[src/rtl/seq_pattern_tx.sv]
`default_nettype none
// ============================================================================
// Module   : seq_pattern_tx
// Brief    : Serial MSB-first pattern transmitter with repeat count and a
//            valid/ready start handshake; SEQ_TX_GAP_EN inserts idle gaps
//            between repetitions.
// Revision : 1.0 - initial release
// ============================================================================
module seq_pattern_tx #(
  parameter int WIDTH = 8,
  parameter int LW    = $clog2(WIDTH) + 1,
  parameter int REPW  = 4,
  parameter int GAP   = 2
) (
  input  logic             clk,
  input  logic             reset,
  input  logic             start_valid,
  output logic             start_ready,
  input  logic [WIDTH-1:0] pattern,
  input  logic [LW-1:0]    len,
  input  logic [REPW-1:0]  reps,
  output logic             x_out,
  output logic             x_valid,
  output logic             busy,
  output logic             done
);

  localparam int            IW      = (WIDTH > 1) ? $clog2(WIDTH) : 1;
  localparam logic [LW-1:0] c_WIDTH = LW'(WIDTH);

  typedef enum logic [1:0] {
    S_IDLE  = 2'd0,
    S_SHIFT = 2'd1,
    S_DONE  = 2'd2
`ifdef SEQ_TX_GAP_EN
    , S_GAP = 2'd3
`endif
  } state_t;

  state_t            state_q;
  logic [WIDTH-1:0]  pat_q;
  logic [IW-1:0]     len_m1_q;
  logic [IW-1:0]     idx_q;
  logic [REPW-1:0]   rep_q;
  logic              x_out_q;
  logic              x_valid_q;
  logic              busy_q;
  logic              done_q;

`ifdef SEQ_TX_GAP_EN
  localparam int            GW       = (GAP > 1) ? $clog2(GAP) : 1;
  localparam logic [GW-1:0] c_GAP_M1 = GW'(GAP - 1);
  logic [GW-1:0]            gap_q;
`endif

  logic [LW-1:0] w_len_clamp;
  logic [IW-1:0] w_len_m1;

  // Over-long requests are truncated to the physical pattern width.
  assign w_len_clamp = (len > c_WIDTH) ? c_WIDTH : len;
  assign w_len_m1    = IW'(w_len_clamp - LW'(1));

  always_ff @(posedge clk or posedge reset) begin
    if (reset) begin
      state_q   <= S_IDLE;
      pat_q     <= '0;
      len_m1_q  <= '0;
      idx_q     <= '0;
      rep_q     <= '0;
      x_out_q   <= 1'b0;
      x_valid_q <= 1'b0;
      busy_q    <= 1'b0;
      done_q    <= 1'b0;
`ifdef SEQ_TX_GAP_EN
      gap_q     <= '0;
`endif
    end else begin
      case (state_q)
        S_IDLE: begin
          done_q <= 1'b0;
          if (start_valid) begin
            pat_q    <= pattern;
            len_m1_q <= w_len_m1;
            idx_q    <= w_len_m1;
            rep_q    <= reps;
            if (len == '0) begin
              state_q <= S_DONE;
              done_q  <= 1'b1;
            end else begin
              state_q   <= S_SHIFT;
              busy_q    <= 1'b1;
              x_valid_q <= 1'b1;
              x_out_q   <= pattern[w_len_m1];
            end
          end
        end
        S_SHIFT: begin
          if (idx_q != '0) begin
            idx_q   <= idx_q - IW'(1);
            x_out_q <= pat_q[idx_q - IW'(1)];
          end else if (rep_q != '0) begin
            rep_q <= rep_q - REPW'(1);
            idx_q <= len_m1_q;
`ifdef SEQ_TX_GAP_EN
            state_q   <= S_GAP;
            gap_q     <= c_GAP_M1;
            x_valid_q <= 1'b0;
            x_out_q   <= 1'b0;
`else
            x_out_q   <= pat_q[len_m1_q];
`endif
          end else begin
            state_q   <= S_DONE;
            x_valid_q <= 1'b0;
            x_out_q   <= 1'b0;
            busy_q    <= 1'b0;
            done_q    <= 1'b1;
          end
        end
`ifdef SEQ_TX_GAP_EN
        S_GAP: begin
          if (gap_q == '0) begin
            state_q   <= S_SHIFT;
            x_valid_q <= 1'b1;
            x_out_q   <= pat_q[idx_q];
          end else begin
            gap_q <= gap_q - GW'(1);
          end
        end
`endif
        S_DONE: begin
          done_q  <= 1'b0;
          state_q <= S_IDLE;
        end
        default: state_q <= S_IDLE;
      endcase
    end
  end

  assign start_ready = (state_q == S_IDLE);
  assign x_out       = x_out_q;
  assign x_valid     = x_valid_q;
  assign busy        = busy_q;
  assign done        = done_q;

endmodule
`default_nettype wire

[config.mk]
export PLATFORM = sky130hd
export DESIGN_NAME = seq_pattern_tx
export DESIGN_NICKNAME = d
export VERILOG_FILES = /design/src/rtl/seq_pattern_tx.sv
export SDC_FILE = /design/constraint.sdc
export NUM_CORES = 1
export LEC_CHECK = 0
export CORE_MARGIN = 2
export CORE_UTILIZATION = 53
export DETAILED_ROUTE_END_ITERATION = 8
export GPL_TIMING_DRIVEN = 0
export PLACE_DENSITY = 0.82
export SLEW_MARGIN = 20
export SYNTH_ARGS = -nofsm -noshare
export SYNTH_HDL_FRONTEND = slang
export SYNTH_SLANG_ARGS = --single-unit
export TNS_END_PERCENT = 1
[constraint.sdc]
create_clock -name clk -period 2.5 [get_ports clk]
set_input_delay 0.375 -clock clk [delete_from_list [all_inputs] [get_ports clk]]
set_output_delay 0.375 -clock clk [all_outputs]
set_load 0.005 [all_outputs]
==> results.md <==
Setup path:
- The required time at the worst-slack endpoint is 2710 ps.
- The sum of buffers and inverters on the critical path is 1.
- The signal on the critical path passes through clkdlybuf4s50_1 > nand2b_4 > ha_1 > mux4_2 > nor2b_1 > o41ai_2 > a21oi_2.
- The critical path endpoint category is a register.
- By startpoint and endpoint, the worst setup path is classified as in -> reg.
- The category of the worst setup path launch point is an input port.
- STA puts the critical path data arrival time at 2460 ps.
- The peak per-stage delay on the critical path is 520 ps.
- The highest net fanout along the worst path is 5.
- The family with the most delay on the worst path is multiplexers.
- The slowest stage of the critical path is the sky130_fd_sc_hd__mux4_2 cell.

Final layout:
- Counting the fill cells in the layout gives 228.
- Cells with a size suffix above 1 make up 16.8% of the layout.
- The count of antenna diodes in the layout is 0.
- The area added between synthesis and finish is 20.1%.
- The count of nets after finishing is 194.

Route:
- The number of antenna-violating nets in the routed design is 0.
- The first routing iteration left 21 violations.
- The pre-antenna-repair detailed-routing pass consisted of 4 iterations.
- The total wire length is 3110 um.
- The routed layout has 1,206 vias.
- Dividing the detail-routed via count by the number of cells gives 6.09.
- Dividing the detail-routed wire length by the instance count gives 15.7 um.
- The number of DRC violations after detailed routing is 0.

Outcome:
- The run finished with clean final reports.

Pwr:
- The total power is 1.99 mW.
- Power spread over the standard cell area amounts to 1130 mW/mm^2.
- Sequential cells burn 35.8% of the power.
- Net switching is 40.2% of the power.
- The net switching component of the power is 0.802 mW.
- The share of power burned in combinational logic is 55.2%.
- The internal power of the cells is 1.19 mW.
- The peak supply drop is 712 uV.
- The leakage power total is 0.752 nW.
- The clock group share of total power is 9.0%.

Global routing:
- The number of antenna violations at the first check in global routing is 0.
- The global routing usage on met2 is 39.5%.
- Global routing used 23.8% of the available met1 tracks.
- The wire length of the first global-routing pass is 5240 um.
- The overflow left after global routing is 0.
- The via count of the first global-routing pass is 1,195.
- The maximum number of pins on one net before global-route repair is 24.
- The global routing stage identified its most utilized layer as met2.
- In the global route stage, overall resource usage came out at 21.0%.
- The global routing usage on met3 is 2.76%.

Synth:
- The count of synthesis-stage warnings from yosys is 0.
- The cell area after technology mapping is 0.00147 sq mm.
- In this run, distinct cell masters in the synthesized netlist total 42.
- The top-area cell type share of the netlist area is 39.1%.
- The synthesized instance count is 140.
- The fraction of registers with async set/reset is 100%.
- The average cell area after synthesis is 10.5 sq um.
- The post-synth net total is 166.
- The number of synthesized flops with an enable pin is 0.
- Synthesis inferred 23 register bits.
- The cell type with the highest aggregate area in the netlist is sky130_fd_sc_hd__dfrtp_1.
- Ranked by total cell area, the synthesized netlist is headed by sky130_fd_sc_hd__dfrtp_1, sky130_fd_sc_hd__mux2_2, sky130_fd_sc_hd__mux4_2.
- After synthesis, flip-flops and latches occupy 39.1% of the total area.
- The commonest register cell after synthesis is sky130_fd_sc_hd__dfrtp_1.

Timing:
- The final-report setup violation count is 0.
- The final count of hold timing violations came to 0.
- Based on the critical path, the design can be clocked at up to 0.446 GHz.
- Setup repair after global routing left no endpoint under its margin.
- On the final layout, the worst hold slack is 534 ps.
- Setup total negative slack on the finished layout was measured at 0 ps.
- Dividing the final minimum period by the clock period gives 89.7%.
- The final count of pins violating max slew is 0.
- The transition time at the pin with the least slew margin is 902 ps.
- The maximum clock skew at final layout is 1.88 ps.
- In this run the tightest slew margin relative to its limit is 39.8%.
- The shortest period the worst path allows is 2240 ps.

Flow run:
- The tool flagged a number of max-cap violations equal to 0.

Die:
- In this run the horizontal extent of the chip is 56.7 um.
- The number of rows in the core area is 19.
- In this run the vertical extent of the chip is 56.7 um.
- The initial utilization of the core area, before any placement, comes to 54.8%.
- The placeable core area is 0.00269 sq mm.
- The area of the die is 0.00321 sq mm.
- 24 I/O pins were placed.

Clocking:
- The TritonCTS clock tree is yes.
- The clock passes through at most 2 buffers.
- The clock insertion delay at the later pin of the skew report is 310 ps.
- In this run, post-CTS hold repair placed 0 buffers.
- In this run, CTS created clock tree buffers numbering 3.
- The number of buffers inserted by post-CTS setup repair is 0.
- After clock tree synthesis, the clock-pin slew on the worst setup and hold paths is 130 ps.
- The maximum level of the CTS H-tree is 1.
- In this run, post-CTS repair resized a total of 0 instances.
- CTS saw 23 sinks.
- The clock root buffer is sky130_fd_sc_hd__clkbuf_4.

Place:
- Routability-driven placement finished with a final weighted congestion of 0.787.
- In this run the tool buffered the top-level ports with 23 buffer cells.
- After legalization and detailed placement, the total HPWL measured 2450 um.

Worst hold path:
- The kind of path behind the tightest hold check is in -> async.
==> kinds of logic after synthesis <==
logic type                 count (synthesis)  share of synthesized area (%)
and+or+nand+nor                           38                           14.1
AOI/OAI and AO/OA                         37                           16.7
DFF                                       23                           39.1
buffers and inverters                     17                           5.53
muxes                                     17                           18.0
adders and majority gates                  7                           5.95
xor gates and xnor gates                   1                          0.595
==> through the flow <==
step                instance area, sq um  util, %  cells  worst slack [ps]
finish                              1770     65.8    198               257
global route                        1770     65.8    198               170
CTS                                 1770     65.8    198               251
detailed placement                  1740     64.8    194             -97.6
global placement                    1740     64.8    194             -57.9
floorplan                           1470        -    140               470
==> routing by layer <==
metal	part of all wire (%)	wire, um	up-vias
met3	4.5	140	9
met5	0	0	-
met2	52	1610	43
met4	2.2	70	0
li1	-	-	560
met1	42	1290	594
==> placed cells by master (no fill, tap or decap), drive strengths merged <==
cell	instances
mux2	10
inv	12
o211ai	1
nor2b	5
nand4	2
or3	1
clkbuf	6
and2	1
a22oi	3
nand4b	1
o211a	1
o41ai	1
nand2	8
a31oi	1
mux2i	1
xnor2	1
a22o	1
mux4	6
nor3	1
nor2	11
nand3	1
o21a	1
o31a	1
nand2b	3
dfrtp	23
clkdlybuf4s50	23
nand3b	1
nor4	2
ha	7
a21o	1
o21ai	11
buf	3
a41oi	1
a21oi	14
or3b	1
==> flip-flops by register name (all words and copies together) (netlist names) <==
signal    cells
idx_q         3
pat_q         8
busy          1
rep_q         4
len_m1_q      3
done          1
state_q       2
x_out         1
==> power groups by stage <==
stage,combinational [mW],clock (mW),sequential (mW)
3_3_place_gp,1.05,0,0.705
6_report,1.10,0.179,0.715
5_1_grt,1.21,0.197,0.741
4_1_cts,1.11,0.182,0.711
2_1_floorplan,0.860,0,0.668
3_5_place_dp,1.10,0,0.722
==> worst register-to-register path: stages, from the launching register on <==
cell	delay, ps
sky130_fd_sc_hd__dfrtp_1	450
sky130_fd_sc_hd__inv_1	90
sky130_fd_sc_hd__ha_1	210
sky130_fd_sc_hd__ha_1	360
sky130_fd_sc_hd__mux4_2	540
sky130_fd_sc_hd__a22oi_2	200
sky130_fd_sc_hd__nand4_1	130
sky130_fd_sc_hd__o41ai_2	70
sky130_fd_sc_hd__a21oi_2	90
==> cell usage after synthesis, drive strengths merged (2+ instances only) <==
cell type and n:
o21ai 11, nor2 11, nand2b 3, a22oi 3
mux2 10, nor4 2, dfrtp 23, clkbuf 2
mux4 6, nand2 8, inv 12, nor2b 5
nand4 2, a21oi 14, buf 3, ha 7
==> worst paths after layout <==
kind	endpoint	cells past startpoint	startpoint	slack (ps)
max reg2reg	x_out	8	idx_q[0]	260
max in group asynchronous	len_m1_q[0]	2	reset	1420
max	x_out	7	len[3]	260
min reg2reg	idx_q[2]	1	idx_q[2]	540
min	pat_q[3]	2	reset	530
min in group clk	idx_q[2]	1	idx_q[2]	540
==> cell type report <==
class | instances | area [sq um] | share of cell area [%]
Tap cell | 31 | 38.8 | 2.20
Multi-Input combinational cell | 100 | 815 | 46.1
Buffer | 5 | 36.3 | 2.05
Clock buffer | 4 | 26.3 | 1.49
Inverter | 12 | 45.0 | 2.55
Timing Repair Buffer | 23 | 230 | 13.0
Sequential cell | 23 | 576 | 32.6
Power figures use the tool's default switching activity.
